[config.mk]
export PLATFORM = sky130hd
export DESIGN_NAME = piso_tx_arbiter
export DESIGN_NICKNAME = d
export VERILOG_FILES = /design/src/rtl/piso_tx_arbiter.sv
export SDC_FILE = /design/constraint.sdc
export NUM_CORES = 1
export LEC_CHECK = 0
export CAP_MARGIN = 20
export CORE_ASPECT_RATIO = 1.75
export CORE_MARGIN = 10
export CORE_UTILIZATION = 44
export DETAILED_ROUTE_END_ITERATION = 6
export GPL_TIMING_DRIVEN = 0
export PLACE_DENSITY = 0.85
export SYNTH_ARGS = -nofsm -noshare
export SYNTH_HDL_FRONTEND = slang
export SYNTH_SLANG_ARGS = --single-unit
[constraint.sdc]
create_clock -name clk -period 2.75 [get_ports clk]
set_input_delay 0.275 -clock clk [delete_from_list [all_inputs] [get_ports clk]]
set_output_delay 0.275 -clock clk [all_outputs]
set_load 0.005 [all_outputs]
[src/rtl/piso_tx_arbiter.sv]
// Round-robin arbitrated PISO transmitter: grants one requester word per frame and shifts it out MSB first.
// Optional even parity bit between data and stop is enabled by defining PISO_TX_PARITY_EN.
module piso_tx_arbiter #(
  parameter int DATA_W  = 8,
  parameter int NUM_REQ = 4
) (
  input  logic                       clk,
  input  logic                       rst,
  input  logic [NUM_REQ-1:0]         req_valid,
  input  logic [NUM_REQ*DATA_W-1:0]  req_data,
  output logic [NUM_REQ-1:0]         req_ready,
  output logic                       ser_out,
  output logic                       ser_active,
  output logic [$clog2(NUM_REQ)-1:0] grant_id,
  output logic                       done
);

  localparam int ID_W  = $clog2(NUM_REQ);
  localparam int CNT_W = $clog2(DATA_W);

  typedef enum logic [2:0] {
    IDLE,
    START,
    DATA,
`ifdef PISO_TX_PARITY_EN
    PARITY,
`endif
    STOP
  } state_t;

  state_t              state;
  logic [DATA_W-1:0]   shreg;
  logic [CNT_W-1:0]    cnt;
  logic [ID_W-1:0]     last_grant;
  logic [ID_W-1:0]     win_id;
  logic [ID_W-1:0]     cand;
  logic                win_found;
  logic                accept_ok;
  logic                accept;
  logic [DATA_W-1:0]   win_word;
`ifdef PISO_TX_PARITY_EN
  logic                par;
`endif

  // Round-robin search: first valid requester after last_grant wins.
  always_comb begin
    win_found = 1'b0;
    win_id    = '0;
    cand      = '0;
    for (int unsigned k = 0; k < NUM_REQ; k++) begin
      cand = ID_W'((32'(last_grant) + k + 1) % NUM_REQ);
      if (!win_found && req_valid[cand]) begin
        win_found = 1'b1;
        win_id    = cand;
      end
    end
  end

  always_comb begin
    accept_ok = ((state == IDLE) || (state == STOP)) && !rst;
    accept    = accept_ok && win_found;
    req_ready = '0;
    if (accept)
      req_ready[win_id] = 1'b1;
    win_word = req_data[win_id*DATA_W +: DATA_W];
  end

  always_ff @(posedge clk or posedge rst) begin
    if (rst) begin
      state      <= IDLE;
      ser_out    <= 1'b1;
      ser_active <= 1'b0;
      done       <= 1'b0;
      grant_id   <= '0;
      last_grant <= ID_W'(NUM_REQ - 1);
      shreg      <= '0;
      cnt        <= '0;
`ifdef PISO_TX_PARITY_EN
      par        <= 1'b0;
`endif
    end else begin
      done <= 1'b0;
      case (state)
        IDLE, STOP: begin
          if (accept) begin
            shreg      <= win_word;
`ifdef PISO_TX_PARITY_EN
            par        <= ^win_word;
`endif
            grant_id   <= win_id;
            last_grant <= win_id;
            state      <= START;
            ser_out    <= 1'b0;
            ser_active <= 1'b1;
          end else begin
            state      <= IDLE;
            ser_out    <= 1'b1;
            ser_active <= 1'b0;
          end
        end
        START: begin
          state   <= DATA;
          ser_out <= shreg[DATA_W-1];
          shreg   <= {shreg[DATA_W-2:0], 1'b0};
          cnt     <= '0;
        end
        DATA: begin
          // The MSB was already driven on the START->DATA edge, so DATA spans DATA_W cycles.
          if (cnt == CNT_W'(DATA_W - 1)) begin
`ifdef PISO_TX_PARITY_EN
            state   <= PARITY;
            ser_out <= par;
`else
            state   <= STOP;
            ser_out <= 1'b1;
            done    <= 1'b1;
`endif
          end else begin
            cnt     <= cnt + 1'b1;
            ser_out <= shreg[DATA_W-1];
            shreg   <= {shreg[DATA_W-2:0], 1'b0};
          end
        end
`ifdef PISO_TX_PARITY_EN
        PARITY: begin
          state   <= STOP;
          ser_out <= 1'b1;
          done    <= 1'b1;
        end
`endif
        default: begin
          state      <= IDLE;
          ser_out    <= 1'b1;
          ser_active <= 1'b0;
        end
      endcase
    end
  end

endmodule

After elaboration in Yosys (flattened, before gate mapping) --
Cells that the tools add are included. W data, S select, Z words.
Word-level totals: flip-flop bits (word level) 21, output and inout port bits 9, logic and storage cells 82
Operators by class: add/subtract/negate cells 7, magnitude comparators 6, eq/ne operators 7, shift operators 1, muxes and demuxes 34, reduce and logical (&&, ||, !) cells 19
Operators by type and width (number):
- $shiftx A32 B6 Y8 | 1
- $pmux W8 S3 | 1
- $mux W8 | 2
- $lt A2 B3 Y1 const B | 5
- $mux W1 | 15
- $pmux W3 S3 | 1
- $add A2 B1 Y2 const B | 4
- $bmux W1 S2 | 4
- $mux W2 | 4
- $eq A3 B2 Y1 const B | 2
- $logic_and A1 B1 Y1 | 6
- $mux W3 | 2
- $ne A2 B2 Y1 const B | 3
- $pmux W3 S2 | 1
- $add A2 B2 Y2 const B | 2
- $logic_not A1 Y1 | 4
- $mux W4 | 1
- $reduce_and A2 Y1 | 2
- $reduce_or A2 Y1 | 2
- $add A3 B1 Y3 const B | 1
- $eq A3 B1 Y1 const B | 1
- $eq A3 B3 Y1 const B | 1
- $logic_not A3 Y1 | 1
- $pmux W1 S3 | 1
- other kinds (7) | 7

Depth between registers and ports, before layout --
Gate-level depths: netlist of run 1.
depth in word-level cells 18, depth in mapped cells 8, depth with buffers taken out 7

Worst setup path before layout of run 1 --
No wires, ideal clock.
path type reg2reg, start point register last_grant[0], end point register shreg[0], setup time 0.121 ns, data arrival time 1.936 ns, setup slack 0.693 ns, cell stages (with the launch flop) 6, buffers on the path 0, cell sequence dfstp_2 nand2b_4 o21ai_2 a211oi_4 mux4_2 a22o_1
Between the ends: cells in the longest elaborated chain, start to end 16
RTL lines:
- start, declared | line 34 | logic [ID_W-1:0] last_grant;
- start signal, assigned | line 75 | last_grant <= ID_W'(NUM_REQ - 1);
- start signal, assigned | line 91 | last_grant <= win_id;
- branches (longest 16 deep; another with $add A2 B1 Y2)
- end signal, assigned | line 86 | shreg <= win_word;
- end signal, assigned | line 104 | shreg <= {shreg[DATA_W-2:0], 1'b0};
- end signal, assigned | line 121 | shreg <= {shreg[DATA_W-2:0], 1'b0};
- end, declared | line 32 | logic [DATA_W-1:0] shreg;
Several ways; the timed one is not identified. The select of a mux whose other input is x is not followed. A chain may end at the register's enable or synchronous reset.

Final worst setup path of run 1 --
start point register state[0], end point output port req_ready[2]
Between the ends: cells in the longest elaborated chain, start to end 5
RTL lines:
- start, declared | line 31 | state_t state;
- start signal, assigned | line 70 | state <= IDLE;
- start signal, assigned | line 92 | state <= START;
- start signal, assigned | line 96 | state <= IDLE;
- $eq A3 B2 Y1 or $logic_not A3 Y1 (tied branches) | line 60 | accept_ok = ((state == IDLE) || (state == STOP)) && !rst;
- $logic_or A1 B1 Y1 * | line 60
- $logic_and A1 B1 Y1 * | line 60
- $logic_and A1 B1 Y1 * | line 61 | accept = accept_ok && win_found;
- $mux W4 * | line 63 | if (accept)
- end, declared | line 11 | output logic [NUM_REQ-1:0] req_ready,
Mark *: on every way between the ends. The rest lies on a longest branch, timed or not.

==> summary.txt, run 1 <==
Placed design
  • Placed wire-length estimate: 2960 um
  • I/O Buffers: 46
  • Routability cong.: 0.815
  • Placed inst area: 0.00179 sq mm

Global routing
  • Most used routing layer: met2
  • Initial antenna violation count: 0
  • GR Util met1: 13.3%
  • First-pass GRT wire length: 6000 um
  • Vias in the first global route: 1360
  • GR Util met3: 2.49%
  • Grt total ovfl: 0
  • Tot GR Track Use: 13.2%
  • Met2 Use GR: 24.6%
  • Largest net degree at the start of global routing: 21

Yosys
  • Area contributors post-synth: dfrtp_1, mux2_2, dfstp_2
  • Mapped Area: 0.00129 sq mm
  • Synth unique cells: 31
  • Post-synth EDFFs: 0
  • Syn Inst Count: 139
  • Sequential area share after synthesis: 39.1%
  • Leading area contributor after synthesis: dfrtp_1
  • Syn Nets: 181
  • Warnings from Yosys: 0
  • Post-synth top area share: 32.9%
  • Yosys reg bits: 20
  • FFs w/ async S/R, synth: 100%
  • Avg Cell Area, Syn: 9.29 sq um
  • Post-synth top flop: dfrtp_1

Finish
  • Area Overhead vs Synth: 49.3%
  • Reg area: 504 sq um
  • Filler instances: 246
  • Inserted Diodes: 0
  • Final instance area: 0.00193 sq mm
  • Final net count: 235
  • Finished Core Util: 67.4%
  • Footprint of the multi-input gates: 759 sq um
  • Ratio of cells with drive above 1 in the final layout: 15.6%

Status
  • Status: completed

Timing
  • Clk_skew: 0.00632 ns
  • RSZ-0062 raised after global routing: no
  • Final Cycle Share: 95.1%
  • F_max: 382 MHz
  • Slew @ Worst Pin: 0.736 ns
  • Count of final hold-check violations: 0
  • Slew Limit Headroom: 50.9%
  • Max-slew violations: 0
  • Number of setup violations in the final report: 0
  • Post-route minimum period: 2.62 ns

Worst setup path
  • WP data required: 2.48 ns
  • Critical Path Start Type: flip-flop
  • WS Path Type: reg -> out
  • Worst-path maximum fanout: 10
  • Critical Path AT: 2.34 ns
  • CP Capture Type: output port

Clock network
  • Root Driver: clkbuf_8
  • CTS max path bufs: 2
  • Clock-pin slew on the worst setup and hold paths: 0.08 ns
  • Total CTS buffers: 3
  • Number of clock sinks: 20
  • Cts hold-fix bufs: 0
  • H-Tree Depth: 1
  • Clock Latency Late Sink: 0.26 ns
  • CTS tree: built

Hold path
  • Worst hold path class: reg -> reg

Drt
  • First DRT Iteration DRCs: 31
  • Wire length per cell: 16.6 um
  • DRC violations left: 0
  • DRT antenna net count: 0
  • Final WL: 3640 um
  • DRT Pass-1 Iters: 4
  • Vias per inst: 5.85
  • Vias: 1286

Pwr
  • Net Switching: 0.815 mW
  • Leak pwr: 0.844 nW
  • Pint: 1.30 mW
  • VDD IR-drop max: 0.000777 V
  • Sw frac: 38.5%
  • Clock share of power: 13.6%
  • Part of the power in registers: 26.9%
  • Pwr Density: 1100 mW/mm^2
  • Comb pwr share: 59.5%

Floorplanning
  • # IOs: 47
  • Die Area: 0.00559 sq mm
  • Starting Density: 45.1%
  • Row count: 26
  • Chip Height: 91.7 um
  • Core area: 0.00286 sq mm
  • DIE WIDTH: 61.0 um

Run
  • Max Cap Violations: 0
[registers in the layout (all words and copies together) (netlist names)]
register / cells
cnt: 3
done: 1
grant_id: 2
last_grant: 2
ser_active: 1
ser_out: 1
shreg: 8
state: 2
[cell families after synthesis]
group                      share of synthesized area [%]
AOI/OAI and AO/OA                                   25.7
adders and majority gates                           3.88
buffers and inverters                               4.75
DFF                                                 39.1
muxes                                               8.72
and+or+nand+nor                                     17.9
[worst max-delay path, stage by stage, from the launching register on]
cell and delay, ns:
dfrtp_1 0.37, inv_1 0.08, ha_4 0.30, nor2b_4 0.16
o31ai_1 0.10, buf_4 0.19, or2b_1 0.27, nor2_1 0.10
clkdlybuf4s50_1 0.51
[per-stage QoR]
step	setup WS, ns	power (mW)	hold slack, ns	TNS, ns	std cells
2_1_floorplan	0.693	1.37	0.237	0	139
3_3_place_gp	-0.254	1.68	0.464	-0.505	213
3_5_place_dp	-0.306	1.74	0.475	-0.604	213
4_1_cts	0.00265	2.09	0.491	0	219
5_1_grt	0.0174	2.30	0.527	0	220
6_report	0.134	2.11	0.485	0	220
[layout make-up]
| class | count | share of cell area (%) |
|---|---|---|
| multi-input cells | 105 | 39.4 |
| flip-flops and latches | 20 | 26.2 |
| repair buffers | 50 | 25.8 |
| clock buffers | 3 | 2.14 |
| well taps | 28 | 1.82 |
| clock inverters | 1 | 1.56 |
| plain buffers | 5 | 1.56 |
| inverters | 8 | 1.56 |
[power by group through the flow]
stage          clock (mW)  combinational [mW]  sequential (mW)
6_report            0.288                1.26            0.569
5_1_grt             0.306                1.40            0.591
4_1_cts             0.294                1.25            0.544
3_5_place_dp            0                1.19            0.550
3_3_place_gp            0                1.14            0.538
2_1_floorplan           0               0.844            0.528
[worst paths after layout]
check | cells past startpoint | slack [ns] | startpoint | end
setup / recovery | 8 | 0.13 | state[0] | req_ready[2]
hold / removal | 2 | 0.49 | grant_id[1] | grant_id[1]
setup reg to reg | 8 | 0.39 | cnt[0] | shreg[3]
hold reg to reg | 2 | 0.49 | grant_id[1] | grant_id[1]
max in group asynchronous | 2 | 1.75 | rst | cnt[1]
min in group asynchronous | 2 | 0.54 | rst | shreg[5]
[routing by layer]
layer  wire [um]  up-vias
li1            -      617
met1        1310      639
met2        2140       26
met3         137        4
met4          57        0
met5           0        -
[synth_stat cells, types with 2 or more instances]
| cell | number |
|---|---|
| nand2_1 | 20 |
| dfrtp_1 | 17 |
| o21ai_0 | 12 |
| a22o_1 | 9 |
| inv_1 | 8 |
| mux2_2 | 8 |
| nor2_1 | 8 |
| a221oi_1 | 7 |
| a31oi_1 | 7 |
| or3_1 | 7 |
| a21oi_1 | 4 |
| clkbuf_1 | 4 |
| ha_1 | 4 |
| dfstp_2 | 3 |
| nand2b_1 | 3 |
| nor2b_1 | 2 |
| nor3_1 | 2 |
[cells in the final DEF (no fill, tap or decap)]
cell type / n
nand2b_1: 3
nor2_1: 8
a221oi_1: 7
clkbuf_8: 3
buf_6: 1
dfstp_2: 3
and2_1: 1
or2b_1: 1
clkbuf_1: 3
dfrtp_1: 17
inv_1: 8
a31oi_1: 7
a311oi_4: 1
nor2b_1: 1
buf_4: 5
a211oi_4: 1
mux2_2: 8
o31ai_1: 1
a22o_1: 9
bufinv_16: 1
clkdlybuf4s50_1: 43
nor3b_1: 1
nand2_1: 20
ha_4: 1
or2_4: 1
o21ai_0: 12
dlymetal6s2s_1: 3
nor2b_4: 1
nor3_1: 2
mux4_2: 1
a21oi_1: 4
a22o_2: 1
o21ai_2: 1
ha_1: 3
or3_1: 7
nand2b_4: 1
o22ai_1: 1
[timing repair]
| action | 4_1_cts | 5_1_grt |
|---|---|---|
| setup buffers | 2 | 2 |
| gates resized for setup | 6 | 6 |
| pin swaps | 1 | 1 |
| endpoints found under the setup margin | 3 | 2 |
No activity file was read; power rests on OpenSTA's default activity.
==> inputs of run 2 (changes only) <==
--- a/config.mk
+++ b/config.mk
@@ -11,6 +11,7 @@
 export CORE_UTILIZATION = 44
 export DETAILED_ROUTE_END_ITERATION = 6
 export GPL_TIMING_DRIVEN = 0
+export MAX_ROUTING_LAYER = met4
 export PLACE_DENSITY = 0.85
 export SYNTH_ARGS = -nofsm -noshare
 export SYNTH_HDL_FRONTEND = slang
==> run 2 against run 1 <==
Wire length up 4.2%. Sequential cell count unchanged. Die area unchanged. Critical endpoint is now req_ready[3]. Non-clock buffer count up 1. Via count up 1.2%. Worst setup slack worse by 0.0020 ns.
==> summary.txt, run 2 (synthesis gave the netlist of run 1 again) <==
Timing
  • Max-slew violations: 0 (unchanged)
  • Setup TNS: 0 ns (unchanged)
  • RSZ-0062 raised after global routing: no (unchanged)
  • Slew @ Worst Pin: 0.732 ns (was 0.736 ns)
  • F_max: 382 MHz (about the same)
  • Final Cycle Share: 95.2% (was 95.1%)
  • Count of final hold-check violations: 0 (unchanged)
  • Clk_skew: 0.00462 ns (was 0.00632 ns)
  • Post-route minimum period: 2.62 ns (about the same)
  • Setup ws final: 0.132 ns (was 0.134 ns)
  • Number of setup violations in the final report: 0 (unchanged)
  • Slew Limit Headroom: 51.1% (was 50.9%)

Finish
  • Max FFs per register: 8 (unchanged)
  • Filler instances: 245 (was 246)
  • Inserted Diodes: 0 (unchanged)
  • Reg area: 504 sq um (unchanged)
  • Finished Core Util: 67.6% (was 67.4%)
  • Footprint of the multi-input gates: 759 sq um (unchanged)
  • Ratio of cells with drive above 1 in the final layout: 16.1% (was 15.6%)
  • Area Overhead vs Synth: 49.9% (was 49.3%)
  • Most frequent cells in the layout: clkdlybuf4s50_1, nand2_1, dfrtp_1, o21ai_0, a22o_1 (unchanged)
  • Final net count: 236 (was 235)
  • Commonest non-fill, non-tap cell in the layout: clkdlybuf4s50_1 (unchanged)
  • Final Non-Filler Cells: 221 (was 220)
  • Biggest regs: shreg x8, cnt x3 (unchanged)
  • Top reg by flops: shreg (unchanged)

Clock network
  • CTS tree: built (unchanged)
  • Root Driver: clkbuf_8 (unchanged)
  • Clock-pin slew on the worst setup and hold paths: 0.08 ns (about the same)
  • Total CTS buffers: 3 (unchanged)
  • H-Tree Depth: 1 (unchanged)
  • Number of clock sinks: 20 (unchanged)
  • CTS max path bufs: 2 (unchanged)
  • Clock Latency Late Sink: 0.25 ns (was 0.26 ns)

Worst setup path
  • WP data required: 2.48 ns (about the same)
  • Critical Path Start Type: flip-flop (unchanged)
  • Kind of cell adding the most delay to the critical path: buffers and inverters (unchanged)
  • Worst-path maximum fanout: 10 (unchanged)
  • R2R Setup Slk: 0.38 ns (was 0.39 ns)
  • Critical Path Max Stage Delay: 0.51 ns (about the same)
  • Worst Setup EP: req_ready[3] (was req_ready[2])
  • CP max-delay cell: clkdlybuf4s50_1 (unchanged)
  • WS Path Type: reg -> out (unchanged)
  • Worst path cell trace: inv_1 -> ha_4 -> nor2b_4 -> o31ai_1 -> buf_4 -> or2b_1 -> nor2_1 -> clkdlybuf4s50_1 (unchanged)
  • Worst Path Buf+Inv: 3 (unchanged)
  • CP Depth: 8 (unchanged)
  • FF-to-FF End: shreg[3] (unchanged)
  • CP startpoint: state[0] (unchanged)
  • Critical Path AT: 2.34 ns (about the same)
  • R2R Path Start: cnt[0] (unchanged)
  • CP Capture Type: output port (unchanged)
  • Worst reg2reg path depth: 8 (unchanged)

Floorplanning
  • Core area: 0.00286 sq mm (unchanged)
  • Die Area: 0.00559 sq mm (unchanged)
  • # IOs: 47 (unchanged)
  • Row count: 26 (unchanged)
  • DIE WIDTH: 61.0 um (unchanged)
  • Starting Density: 45.1% (unchanged)
  • Chip Height: 91.7 um (unchanged)

Global routing
  • Vias in the first global route: 1366 (was 1360)
  • Largest net degree at the start of global routing: 21 (unchanged)
  • Grt total ovfl: 0 (unchanged)
  • Initial antenna violation count: 0 (unchanged)
  • Tot GR Track Use: 13.5% (was 13.2%)
  • First-pass GRT wire length: 5980 um (was 6000 um)

Placed design
  • Routability cong.: 0.827 (was 0.815)
  • Place WS: -0.306 ns (unchanged)
  • DP Cell Count: 213 (unchanged)
  • I/O Buffers: 46 (unchanged)
  • Placed wire-length estimate: 2960 um (unchanged)

Pwr
  • Leak pwr: 0.849 nW (was 0.844 nW)
  • Pwr Density: 1100 mW/mm^2 (about the same)
  • VDD IR-drop max: 0.000709 V (was 0.000777 V)

Drt
  • Vias per inst: 5.89 (was 5.85)
  • First DRT Iteration DRCs: 36 (was 31)
  • DRT antenna net count: 0 (unchanged)
  • DRC violations left: 0 (unchanged)
  • Wire length per cell: 17.2 um (was 16.6 um)
  • DRT Pass-1 Iters: 4 (unchanged)
  • Vias: 1302 (was 1286)
  • Final WL: 3800 um (was 3640 um)

Run
  • Max Cap Violations: 0 (unchanged)

Hold path
  • Worst hold path class: reg -> reg (unchanged)

Status
  • Status: completed (unchanged)
## run 2: area by class of cell
type / instances / area share [%]
Multi-Input combinational cell: 105 / 39.2
Timing Repair Buffer: 51 / 26.1
Sequential cell: 20 / 26.1
Clock buffer: 3 / 2.13
Tap cell: 28 / 1.81
Clock inverter: 1 / 1.55
Buffer: 5 / 1.55
Inverter: 8 / 1.55
## run 2: worst min-delay path by stage
stage	startpoint	endpoint	depth (start not counted)
after floorplan	rst	cnt[0]	1
after global placement	grant_id[1]	grant_id[1]	2
after detailed placement	grant_id[1]	grant_id[1]	2
after CTS	grant_id[1]	grant_id[1]	2
after global routing	grant_id[1]	grant_id[1]	2
final	grant_id[1]	grant_id[1]	2
## run 2: timing repair
action,in CTS,in global routing
pin swaps,1,1
endpoints found under the setup margin,3,2
gates resized for setup,6,6
hold buffers,0,0
endpoints found under the hold margin,0,0
gates cloned,0,0
setup buffers,2,3
## run 2: power by group
group | internal [mW] | leakage, nW | switching, mW
sequential | 0.463 | 0.243 | 0.109
combinational | 0.651 | 0.571 | 0.624
clock | 0.194 | 0.0357 | 0.0949
## run 2: worst min-delay path, cell delays in order, from the launching register on
cell and delay (ns):
dfrtp_1 0.35, nand2_1 0.05, nand2_1 0.05
## run 2: metrics by stage
step | hold slack [ns] | power, mW | cell area (sq um)
final | 0.491 | 2.14 | 1940
after global routing | 0.527 | 2.31 | 1940
after CTS | 0.491 | 2.09 | 1900
after detailed placement | 0.475 | 1.74 | 1790
after global placement | 0.464 | 1.68 | 1790
after floorplan | 0.237 | 1.37 | 1290
## run 2: routing by layer
metal  vias up  wire length [um]  track usage [%]
met3         4                98             1.38
met2        38              2210             24.7
met5         -                 0                -
met4         0                57             4.96
li1        616                 -                -
met1       644              1430             13.9
==> inputs of run 3 (changes only) <==
--- a/config.mk
+++ b/config.mk
@@ -5,8 +5,7 @@
 export SDC_FILE = /design/constraint.sdc
 export NUM_CORES = 1
 export LEC_CHECK = 0
-export CAP_MARGIN = 20
-export CORE_ASPECT_RATIO = 1.75
+export CAP_MARGIN = 15
 export CORE_MARGIN = 10
 export CORE_UTILIZATION = 44
 export DETAILED_ROUTE_END_ITERATION = 6
==> run 3 against run 2 <==
Clock skew increased by 0.00088 ns. Sequential share of layout area is 0.39 points higher. Largest cell class unchanged. Critical endpoint is now req_ready[1]. Total power decreased by 4.1%. Maximum frequency grew 3.6%. Design area shrank 1.5%.
==> summary.txt, run 3 (synthesis gave the netlist of run 1 again) <==
Status
  • Status: completed (unchanged)

Clock network
  • Root Driver: clkbuf_4 (was clkbuf_8)
  • H-Tree Depth: 1 (unchanged)
  • Number of clock sinks: 20 (unchanged)
  • CTS max path bufs: 2 (unchanged)
  • Clock-pin slew on the worst setup and hold paths: 0.11 ns (was 0.08 ns)
  • Clock Latency Late Sink: 0.30 ns (was 0.25 ns)
  • CTS tree: built (unchanged)
  • Cts hold-fix bufs: 0 (unchanged)
  • Total CTS buffers: 3 (unchanged)

Pwr
  • VDD IR-drop max: 0.000822 V (was 0.000709 V)
  • Pwr Density: 1070 mW/mm^2 (was 1100 mW/mm^2)
  • Leak pwr: 0.869 nW (was 0.849 nW)

Worst setup path
  • R2R Setup Slk: 0.35 ns (was 0.38 ns)
  • Critical Path Start Type: flip-flop (unchanged)
  • Worst reg2reg path depth: 8 (unchanged)
  • Worst-path maximum fanout: 10 (unchanged)
  • R2R Path Start: cnt[0] (unchanged)
  • WP data required: 2.48 ns (about the same)
  • FF-to-FF End: shreg[3] (unchanged)
  • WS Path Type: reg -> out (unchanged)
  • Critical Path AT: 2.25 ns (was 2.34 ns)
  • CP Capture Type: output port (unchanged)

Drt
  • DRT Pass-1 Iters: 4 (unchanged)
  • Vias: 1310 (was 1302)
  • Vias per inst: 5.80 (was 5.89)
  • Final WL: 3820 um (was 3800 um)
  • Wire length per cell: 16.9 um (was 17.2 um)
  • DRC violations left: 0 (unchanged)
  • DRT antenna net count: 0 (unchanged)
  • First DRT Iteration DRCs: 73 (was 36)

Global routing
  • Grt total ovfl: 0 (unchanged)
  • Vias in the first global route: 1346 (was 1366)
  • First-pass GRT wire length: 6100 um (was 5980 um)
  • Initial antenna violation count: 0 (unchanged)
  • Tot GR Track Use: 14.4% (was 13.5%)
  • Largest net degree at the start of global routing: 21 (unchanged)

Run
  • Max Cap Violations: 0 (unchanged)

Finish
  • Final net count: 238 (was 236)
  • Final instance area: 0.00191 sq mm (was 0.00194 sq mm)
  • Inserted Diodes: 0 (unchanged)
  • Ratio of cells with drive above 1 in the final layout: 16.4% (was 16.1%)
  • Max FFs per register: 8 (unchanged)
  • Most frequent cells in the layout: clkdlybuf4s50_1, nand2_1, dfrtp_1, o21ai_0, a22o_1 (unchanged)
  • Top reg by flops: shreg (unchanged)
  • Area Overhead vs Synth: 47.7% (was 49.9%)
  • Biggest regs: shreg x8, cnt x3 (unchanged)
  • Commonest non-fill, non-tap cell in the layout: clkdlybuf4s50_1 (unchanged)
  • Finished Core Util: 68.6% (was 67.6%)

Timing
  • Setup TNS: 0 ns (unchanged)
  • Slew Limit Headroom: 50.9% (was 51.1%)
  • Setup ws final: 0.222 ns (was 0.132 ns)
  • RSZ-0062 raised after global routing: no (unchanged)
  • Slew @ Worst Pin: 0.735 ns (was 0.732 ns)
  • Fin Hold WS: 0.484 ns (was 0.491 ns)
  • Post-route minimum period: 2.53 ns (was 2.62 ns)
  • Max-slew violations: 0 (unchanged)
  • Clk_skew: 0.00550 ns (was 0.00462 ns)
  • Number of setup violations in the final report: 0 (unchanged)
  • Count of final hold-check violations: 0 (unchanged)
  • Final Cycle Share: 91.9% (was 95.2%)
  • F_max: 396 MHz (was 382 MHz)

Placed design
  • I/O Buffers: 46 (unchanged)
  • Placed inst area: 0.00179 sq mm (about the same)
  • Placed wire-length estimate: 2990 um (was 2960 um)
  • Routability cong.: 0.804 (was 0.827)
  • Place WS: -0.224 ns (was -0.306 ns)

Floorplanning
  • Starting Density: 46.4% (was 45.1%)
  • Chip Height: 74.2 um (was 91.7 um)
  • # IOs: 47 (unchanged)
  • DIE WIDTH: 74.2 um (was 61.0 um)
  • Die Area: 0.00550 sq mm (was 0.00559 sq mm)
  • Core area: 0.00278 sq mm (was 0.00286 sq mm)
  • Row count: 19 (was 26)

Hold path
  • Worst hold path class: in -> async (was reg -> reg)
run 3: cell types whose count changed in the layout (fill, tap and decap cells not counted), moves of 2 or more:
cell	delta
clkdlybuf4s50_1	-2
buf_4	+2
clkbuf_4	+3
clkbuf_8	-2
run 3: cell type report:
cell class | count | area, sq um
Buffer | 5 | 30.0
Clock buffer | 4 | 36.3
Fill cell | 214 | 875
Inverter | 8 | 30.0
Multi-Input combinational cell | 105 | 746
Sequential cell | 20 | 504
Tap cell | 31 | 38.8
Timing Repair Buffer | 53 | 522
run 3: critical path, cell delays in order (launching register included):
cell             delay (ns)
dfrtp_1                0.43
ha_4                   0.30
nor2b_4                0.16
o31ai_1                0.10
buf_4                  0.19
nor3_1                 0.22
clkdlybuf4s50_1        0.55
run 3: worst max-delay path by stage:
stage | from | end | slack, ns | cells after the start
final | state[1] | req_ready[1] | 0.22 | 6
after global routing | state[1] | req_ready[1] | 0.10 | 6
after CTS | req_valid[0] | req_ready[2] | 0.02 | 7
after detailed placement | req_valid[1] | req_ready[3] | -0.22 | 7
after global placement | req_valid[0] | req_ready[2] | -0.22 | 7
after floorplan | last_grant[0] | shreg[0] | 0.69 | 5
run 3: through the flow:
| step | std cells | total power [mW] |
|---|---|---|
| 2_1_floorplan | 139 | 1.37 |
| 3_3_place_gp | 216 | 1.67 |
| 3_5_place_dp | 216 | 1.74 |
| 4_1_cts | 222 | 1.99 |
| 5_1_grt | 226 | 2.22 |
| 6_report | 226 | 2.05 |
run 3: where the power goes:
| part | switching, mW | internal, mW |
|---|---|---|
| sequential | 0.109 | 0.462 |
| clock | 0.0875 | 0.0807 |
| combinational | 0.632 | 0.676 |
run 3: repair_timing:
| item | in CTS | in global routing |
|---|---|---|
| gates resized for setup | 7 | 5 |
| setup endpoints to repair | 3 | 2 |
| pin swaps | 2 | 2 |
| buffers inserted | 3 | 4 |
run 3: per-layer routing:
layer  GRT usage (%)  part of all wire (%)  wire, um  vias up
met5               -                     0         0        -
met4            6.63                   3.1       119        0
met3            3.32                   5.2       199       12
met2            22.8                    48      1840       57
met1            16.8                    43      1660      620
li1                -                     -         -      621
